<file path="src/rtl/vga_plot_arbiter.sv">
// Single-owner arbiter for the vga_adapter pixel port: grants one renderer at a time,
// registers its pixel stream and drops off-screen pixels. Define VGA_ARB_ROUND_ROBIN_EN for round-robin.

module vga_arb_lane #(
  parameter int X_W   = 8,
  parameter int Y_W   = 7,
  parameter int X_MAX = 160,
  parameter int Y_MAX = 120
) (
  input  logic [X_W-1:0] x,
  input  logic [Y_W-1:0] y,
  output logic           on_screen
);
  assign on_screen = (32'(x) < 32'(X_MAX)) && (32'(y) < 32'(Y_MAX));
endmodule

module vga_plot_arbiter #(
  parameter int NUM_REQ = 3,
  parameter int X_W     = 8,
  parameter int Y_W     = 7,
  parameter int C_W     = 3,
  parameter int X_MAX   = 160,
  parameter int Y_MAX   = 120
) (
  input  logic                   clk,
  input  logic                   resetn,
  input  logic [NUM_REQ-1:0]     req,
  input  logic [NUM_REQ-1:0]     done,
  input  logic [NUM_REQ-1:0]     pix_valid,
  input  logic [NUM_REQ*X_W-1:0] x_in,
  input  logic [NUM_REQ*Y_W-1:0] y_in,
  input  logic [NUM_REQ*C_W-1:0] colour_in,
  output logic [NUM_REQ-1:0]     gnt,
  output logic [X_W-1:0]         x_vga,
  output logic [Y_W-1:0]         y_vga,
  output logic [C_W-1:0]         colour_vga,
  output logic                   writeEn,
  output logic                   busy,
  output logic                   clip_err
);
  localparam int IDX_W = (NUM_REQ > 2) ? 2 : 1;

  typedef enum logic [1:0] {IDLE, OWN, RELEASE} state_e;

  state_e               state_q, state_d;
  logic [NUM_REQ-1:0]   gnt_q, gnt_d;
  logic [X_W-1:0]       x_q, x_d;
  logic [Y_W-1:0]       y_q, y_d;
  logic [C_W-1:0]       c_q, c_d;
  logic                 we_q, we_d;
  logic                 clip_q, clip_d;
  logic [NUM_REQ-1:0]   lane_on;
  logic [IDX_W-1:0]     win_idx;
  logic                 own_pv, own_done, own_req, own_on;
  logic [X_W-1:0]       own_x;
  logic [Y_W-1:0]       own_y;
  logic [C_W-1:0]       own_c;
`ifdef VGA_ARB_ROUND_ROBIN_EN
  logic [IDX_W-1:0]     ptr_q, ptr_d;
  logic [IDX_W-1:0]     own_idx;
  int                   j;
`endif

  for (genvar i = 0; i < NUM_REQ; i++) begin : g_lane
    vga_arb_lane #(.X_W(X_W), .Y_W(Y_W), .X_MAX(X_MAX), .Y_MAX(Y_MAX)) u_lane (
      .x         (x_in[i*X_W +: X_W]),
      .y         (y_in[i*Y_W +: Y_W]),
      .on_screen (lane_on[i])
    );
  end

  // Owner view: gnt_q is one-hot, so OR-ing masked lanes is a clean mux.
  always_comb begin
    own_x = '0;
    own_y = '0;
    own_c = '0;
`ifdef VGA_ARB_ROUND_ROBIN_EN
    own_idx = '0;
`endif
    for (int i = 0; i < NUM_REQ; i++) begin
      if (gnt_q[i]) begin
        own_x = x_in[i*X_W +: X_W];
        own_y = y_in[i*Y_W +: Y_W];
        own_c = colour_in[i*C_W +: C_W];
`ifdef VGA_ARB_ROUND_ROBIN_EN
        own_idx = IDX_W'(i);
`endif
      end
    end
  end

  assign own_pv   = |(gnt_q & pix_valid);
  assign own_done = |(gnt_q & done);
  assign own_req  = |(gnt_q & req);
  assign own_on   = |(gnt_q & lane_on);

  always_comb begin
    win_idx = '0;
`ifdef VGA_ARB_ROUND_ROBIN_EN
    j = 0;
    // Scan downward so the first hit upward from the pointer wins last.
    for (int k = NUM_REQ - 1; k >= 0; k--) begin
      j = (int'(ptr_q) + k) % NUM_REQ;
      if (req[j]) win_idx = IDX_W'(j);
    end
`else
    for (int i = NUM_REQ - 1; i >= 0; i--) begin
      if (req[i]) win_idx = IDX_W'(i);
    end
`endif
  end

  always_comb begin
    state_d = state_q;
    gnt_d   = gnt_q;
    x_d     = x_q;
    y_d     = y_q;
    c_d     = c_q;
    we_d    = 1'b0;
    clip_d  = clip_q;
`ifdef VGA_ARB_ROUND_ROBIN_EN
    ptr_d   = ptr_q;
`endif
    case (state_q)
      IDLE: begin
        if (|req) begin
          gnt_d   = NUM_REQ'(1) << win_idx;
          state_d = OWN;
        end
      end
      OWN: begin
        if (own_pv) begin
          if (own_on) begin
            we_d = 1'b1;
            x_d  = own_x;
            y_d  = own_y;
            c_d  = own_c;
          end else begin
            clip_d = 1'b1;
          end
        end
        if (own_done || !own_req) begin
          gnt_d   = '0;
          state_d = RELEASE;
`ifdef VGA_ARB_ROUND_ROBIN_EN
          ptr_d = (32'(own_idx) == NUM_REQ - 1) ? '0 : own_idx + 1'b1;
`endif
        end
      end
      RELEASE: state_d = IDLE;
      default: begin
        state_d = IDLE;
        gnt_d   = '0;
      end
    endcase
  end

  always_ff @(posedge clk or negedge resetn) begin
    if (!resetn) begin
      state_q <= IDLE;
      gnt_q   <= '0;
      x_q     <= '0;
      y_q     <= '0;
      c_q     <= '0;
      we_q    <= 1'b0;
      clip_q  <= 1'b0;
`ifdef VGA_ARB_ROUND_ROBIN_EN
      ptr_q   <= '0;
`endif
    end else begin
      state_q <= state_d;
      gnt_q   <= gnt_d;
      x_q     <= x_d;
      y_q     <= y_d;
      c_q     <= c_d;
      we_q    <= we_d;
      clip_q  <= clip_d;
`ifdef VGA_ARB_ROUND_ROBIN_EN
      ptr_q   <= ptr_d;
`endif
    end
  end

  assign gnt        = gnt_q;
  assign busy       = |gnt_q;
  assign x_vga      = x_q;
  assign y_vga      = y_q;
  assign colour_vga = c_q;
  assign writeEn    = we_q;
  assign clip_err   = clip_q;
endmodule

</file>
<file path="config.mk">
export PLATFORM = sky130hd
export DESIGN_NAME = vga_plot_arbiter
export DESIGN_NICKNAME = d
export VERILOG_FILES = /design/src/rtl/vga_plot_arbiter.sv
export SDC_FILE = /design/constraint.sdc
export NUM_CORES = 1
export LEC_CHECK = 0
export CORE_MARGIN = 5
export CORE_UTILIZATION = 38
export CTS_BUF_LIST = sky130_fd_sc_hd__clkbuf_8
export CTS_CLUSTER_SIZE = 12
export DETAILED_ROUTE_END_ITERATION = 7
export PLACE_DENSITY = 0.8
export SYNTH_ARGS = -nofsm -noshare
export SYNTH_HDL_FRONTEND = slang
export SYNTH_SLANG_ARGS = --single-unit
export TNS_END_PERCENT = 10
</file>
<file path="constraint.sdc">
create_clock -name clk -period 2 [get_ports clk]
set_clock_uncertainty 0.1 [all_clocks]
set_input_delay 0.4 -clock clk [delete_from_list [all_inputs] [get_ports clk]]
set_output_delay 0.4 -clock clk [all_outputs]
set_load 0.005 [all_outputs]
</file>
==> results.json, run 1 <==
{
  "status": "completed",
  "viasPerCell": 5.13,
  "r2r-start": "state_q[1]$_DFFE_PN0P_",
  "timing.slew.headroom": 0.767,
  "ys_types": 30,
  "slowest_delay_ps": 420,
  "ioPinCount": 89,
  "seq_area_frac_synth": 0.430,
  "regArea_um2": 627,
  "drcViolationCount": 0,
  "grt_pass1_wl_mm": 7.27,
  "final_cell_mix": "87 x clkdlybuf4s50_1, 24 x dfrtp_1, 21 x o21ai_0",
  "yosys_warnings": 0,
  "required_ps": 2050,
  "start_util": 0.395,
  "grt-ovfl-total": 0,
  "clkPwrFrac": 0.142,
  "gp_congestion": 0.800,
  "drv_slew": 0,
  "layout-drive-gt1-share": 0.178,
  "synth_top_family_by_area": "compound AO/OA/AOI/OAI gates",
  "antennaDiodeCount": 0,
  "power_uw": 2180,
  "instances_no_fill": 290,
  "rrSetupSlack_ps": 170,
  "dr.pass1.iters": 4,
  "grt_max_degree": 26,
  "internal_power_uw": 1450,
  "dieArea_um2": 5170,
  "crit_arrival_ps": 2010,
  "muxShareOfSynthArea": 0.163,
  "avgSynthCellArea_um2": 10.2,
  "ir_drop_uv": 589,
  "multi_input_area_um2": 764,
  "die_h_um": 71.9,
  "core_um2": 3690,
  "worstRegToRegCells": 5,
  "nFillCells": 294,
  "io_buffers": 88,
  "synth-simple-area-share": 0.113,
  "cts_sinks": 25,
  "powerDensity_nw_per_um2": 860,
  "cts_buffers": 3,
  "ys_ff_latch": 25,
  "syn_inst": 143,
  "routedWlPerCell_um": 15.4,
  "dp_hpwl_mm": 3.55,
  "clockRootBuffer": "clkbuf_8",
  "drtIter0Drc": 93,
  "final_common_cell": "clkdlybuf4s50_1",
  "netSwitchingFraction": 0.333,
  "via_count": 1488,
  "path_clk_slew_ps": 100,
  "period_share": 0.976,
  "finalHoldViolCount": 0,
  "nNetsFinal": 308,
  "clk_latency_ps": 260,
  "synth_fa_ha_area_frac": 0,
  "fp.dieW_um": 71.9,
  "tightest_slew_ps": 347,
  "fin_util": 0.687,
  "rsz0062_at_grt": "false",
  "area_delta_synth_final_pct": 74.2,
  "leakagePower_uw": 0.00102,
  "synthXorXnorAreaFrac": 0,
  "fin_crit_ps": 1950,
  "antenna_left": 0,
  "synth_compound_area_frac": 0.248,
  "rows": 22,
  "detail_route.wirelength_mm": 4.46,
  "path_max_fanout": 7,
  "r2r_end": "x_vga[1]$_DFFE_PN0P_",
  "cts.path.max_buffers": 2,
  "track_usage": 0.175,
  "whs_ps": 387,
  "crit_chain": "clkdlybuf4s50_1 -> o21ai_0 -> nand3_1 -> a31oi_4 -> buf_6 -> mux2_2",
  "syn_area_um2": 1460,
  "antenna_found_initial": 0,
  "cts_tree": "yes",
  "synth_nets": 208,
  "dp.cells": 285,
  "max_freq_mhz": 512,
  "htreeDepth": 1,
  "ctsHoldBuffers": 0,
  "cp_slowest_cell": "clkdlybuf4s50_1",
  "switchingPower_uw": 726,
  "seqPwrFrac": 0.336,
  "maxCapViolCount": 0,
  "setup-violations-final": 0,
  "power_frac_comb": 0.522,
  "hp-class": "in2async",
  "first_global_vias": 1457,
  "startpoint_type": "input pin",
  "path_class": "in2reg",
  "end_kind": "flip-flop"
}
==> power groups by stage <==
stage               clock [µW]  sequential [µW]  combinational [µW]
floorplan                    0              742                 546
global placement             0              749                1110
detailed placement           0              750                1130
CTS                        313              731                1150
global route               340              753                1260
finish                     309              733                1140
==> routing by layer <==
metal	up-vias	global-route usage	share of wire
met2	56	0.277	0.47
met5	-	0	0
met4	0	0.0125	0.0018
met3	2	0.0491	0.091
met1	698	0.250	0.44
li1	732	-	-
==> final cells by class <==
cell class                      instances  share of cell area
Sequential cell                        25               0.247
Multi-Input combinational cell        105               0.302
Inverter                                3             0.00444
Tap cell                               48              0.0237
Clock buffer                            3              0.0163
Clock inverter                          1             0.00296
Timing Repair Buffer                  105               0.404
==> repair_timing <==
item | 4_1_cts | 5_1_grt
pin swaps | 0 | 0
setup buffers | 1 | 0
setup endpoints to repair | 6 | 6
gates cloned | 0 | 0
gates resized for setup | 3 | 2
==> metrics by stage <==
step | setup TNS [ps] | worst slack, ps | cell area [µm²]
final | 0 | 48.1 | 2530
after global routing | 0 | 9.81 | 2530
after CTS | 0 | 50.2 | 2530
after detailed placement | -4600 | -304 | 2470
after global placement | -4420 | -278 | 2470
after floorplan | 0 | 144 | 1460
==> critical path, delay by kind of cell <==
| family | cells | cell delay, ps |
|---|---|---|
| AO/OA/AOI/OAI | 2 | 490 |
| buffers and inverters | 2 | 590 |
| multiplexers | 1 | 340 |
| AND/OR/NAND/NOR | 1 | 180 |
==> synth_stat cells <==
cell type	count	area (µm²)
a21oi_1	1	5.00
nand4_1	3	18.8
a32o_1	1	10.0
o22ai_1	1	6.26
inv_1	3	11.3
and3b_1	1	8.76
o21a_1	1	7.51
a41oi_1	1	8.76
buf_2	2	10.0
dfrtp_1	25	626
clkbuf_1	7	26.3
o21bai_1	1	7.51
mux2_2	9	101
o31ai_1	1	7.51
nand2b_1	1	6.26
o21ai_0	22	110
buf_12	1	20.0
or2_4	1	8.76
nand2_1	18	67.6
nand3_1	4	20.0
a22o_1	2	17.5
a222oi_1	2	20.0
or3_1	1	6.26
nor2_1	3	11.3
a31oi_4	1	21.3
mux2_4	9	135
nor2b_1	2	12.5
a22oi_1	17	128
nor3_1	1	5.00
a2111o_1	1	11.3
==> cell families after synthesis <==
group                  after synthesis
AOI/OAI and AO/OA                   52
DFF                                 25
muxes                               18
and+or+nand+nor                     35
buffers and inverters               13
==> state kept, by name, indices dropped and copies added, names as in the netlist <==
register and flops:
writeEn 1, y_vga 7, clip_err 1, state_q 2, gnt 3, x_vga 8
colour_vga 3
==> worst max path at each step <==
stage | slack [ps] | endpoint | from | cells after the start
floorplan | 140 | colour_vga[0]$_DFFE_PN0P_ | gnt[1]$_DFFE_PN0P_ | 6
global placement | -280 | x_vga[3]$_DFFE_PN0P_ | x_in[21] | 6
detailed placement | -300 | x_vga[1]$_DFFE_PN0P_ | x_in[21] | 6
CTS | 50 | x_vga[1]$_DFFE_PN0P_ | x_in[13] | 6
global route | 10 | gnt[2] | gnt[2]$_DFFE_PN0P_ | 2
finish | 50 | x_vga[1]$_DFFE_PN0P_ | x_in[13] | 6
(Power assumes the default switching activity.)
==> inputs of run 2 (changes only) <==
- GPL_ROUTABILITY_DRIVEN: default -> 0
==> results of run 2 <==
The final DEF is identical to that of run 1; final timing and power are the same.
==> inputs of run 3 (changes only) <==
- CORE_ASPECT_RATIO: default -> 2
- CORE_MARGIN: 5 -> default
- CTS_CLUSTER_SIZE: 12 -> 30
==> run 3 against run 2 <==
- worst setup slack better by 30 ps
- routed wire length is 1.2% higher
- total power increased by 1.1%
==> results.json, run 3 (same netlist as run 1, synthesis figures left out) <==
{
  "via_count": 1531,
  "worstRegToRegCells": 6,
  "timing.slew.headroom": 0.779,
  "tightest_slew_ps": 331,
  "period_share": 0.961,
  "rows": 31,
  "design_area_um2": 2530,
  "path_max_fanout": 14,
  "dp_hpwl_mm": 3.42,
  "hp-class": "reg2reg",
  "grt_pass1_wl_mm": 6.98,
  "fin_crit_ps": 1920,
  "area_delta_synth_final_pct": 73.9,
  "htreeDepth": 1,
  "detail_route.wirelength_mm": 4.51,
  "fp.dieW_um": 45.8,
  "rsz0062_at_grt": "false",
  "antenna_found_initial": 0,
  "powerDensity_nw_per_um2": 871,
  "seqPwrFrac": 0.330,
  "power_frac_comb": 0.531,
  "clk_latency_ps": 260,
  "drcViolationCount": 0,
  "crit_arrival_ps": 1980,
  "io_buffers": 88,
  "path_clk_slew_ps": 80,
  "cts.path.max_buffers": 2,
  "clockRootBuffer": "clkbuf_8",
  "end_kind": "flip-flop",
  "drv_slew": 0,
  "finalHoldViolCount": 0,
  "max_freq_mhz": 520,
  "viasPerCell": 5.26,
  "netSwitchingFraction": 0.332,
  "first_global_vias": 1563,
  "setup-violations-final": 0,
  "ioPinCount": 89,
  "antenna_left": 0,
  "whs_ps": 381,
  "clkPwrFrac": 0.139,
  "grt_max_degree": 31,
  "cts_buffers": 3,
  "final_common_cell": "clkdlybuf4s50_1",
  "core_um2": 3650,
  "startpoint_type": "input pin",
  "ir_drop_uv": 889,
  "layout-drive-gt1-share": 0.174,
  "die_h_um": 89.5,
  "grt-ovfl-total": 0,
  "nNetsFinal": 308,
  "status": "completed",
  "min_path_cells": 1,
  "dp.cells": 282,
  "leakagePower_uw": 0.00103,
  "drtIter0Drc": 33,
  "placed_area_um2": 2440,
  "dr.pass1.iters": 4,
  "ctsHoldBuffers": 0,
  "required_ps": 2060,
  "dieArea_um2": 4100,
  "switchingPower_uw": 732,
  "start_util": 0.399,
  "internal_power_uw": 1470,
  "cts_sinks": 25,
  "largest_register_ffs": 8,
  "path_class": "in2reg",
  "antennaDiodeCount": 0,
  "cts_tree": "yes",
  "routedWlPerCell_um": 15.5,
  "instances_no_fill": 291,
  "maxCapViolCount": 0,
  "track_usage": 0.232,
  "final_cell_mix": "87 x clkdlybuf4s50_1, 24 x dfrtp_1, 20 x o21ai_0"
}
-- run 3: cell type report --
| class | instances | area, µm² |
|---|---|---|
| inverters | 3 | 11.3 |
| clock buffers | 3 | 41.3 |
| clock inverters | 1 | 5.00 |
| flip-flops and latches | 25 | 627 |
| multi-input cells | 105 | 762 |
| well taps | 49 | 61.3 |
| repair buffers | 105 | 1020 |
| fillers | 309 | 1110 |
-- run 3: metrics by stage --
step,power [µW],worst slack (ps),setup TNS [ps],util
floorplan,1290,144,0,-
finish,2200,78.2,0,0.694
global placement,1850,-240,-4110,0.670
global route,2360,30.0,0,0.694
CTS,2220,8.31,0,0.694
detailed placement,1870,-262,-4420,0.670
-- run 3: layer usage --
layer  GRT usage  vias to the layer above  part of all wire
met5           0                        -                 0
met2       0.436                       56              0.57
met1       0.254                      733              0.37
met3      0.0323                        6             0.051
met4      0.0722                        0             0.011
li1            -                      736                 -
-- run 3: power groups by stage --
stage          clock network [µW]  registers, µW  logic, µW
2_1_floorplan                   0            742        546
3_3_place_gp                    0            747       1100
3_5_place_dp                    0            750       1120
4_1_cts                       313            727       1180
5_1_grt                       334            746       1280
6_report                      306            727       1170
-- run 3: worst max-delay path, cell delays in order --
cell and delay (ps):
clkdlybuf4s50_1 420, o21ai_0 230, nand3_1 180, a31oi_4 230
buf_12 180, mux2_2 330
-- run 3: worst paths after layout --
path / from / to / slack, ps
max in group asynchronous: resetn / gnt[2]$_DFFE_PN0P_ / 1130
hold / removal: clip_err$_DFFE_PN0P_ / clip_err$_DFFE_PN0P_ / 380
hold reg to reg: clip_err$_DFFE_PN0P_ / clip_err$_DFFE_PN0P_ / 380
setup / recovery: x_in[13] / x_vga[1]$_DFFE_PN0P_ / 80
min in group asynchronous: resetn / y_vga[6]$_DFFE_PN0P_ / 390
setup reg to reg: gnt[1]$_DFFE_PN0P_ / x_vga[1]$_DFFE_PN0P_ / 150
-- run 3: repair_timing --
item                       in CTS  in global routing
buffers inserted                5                  0
setup endpoints to repair       1                 15
gates resized for setup         1                  3
pin swaps                       0                  0
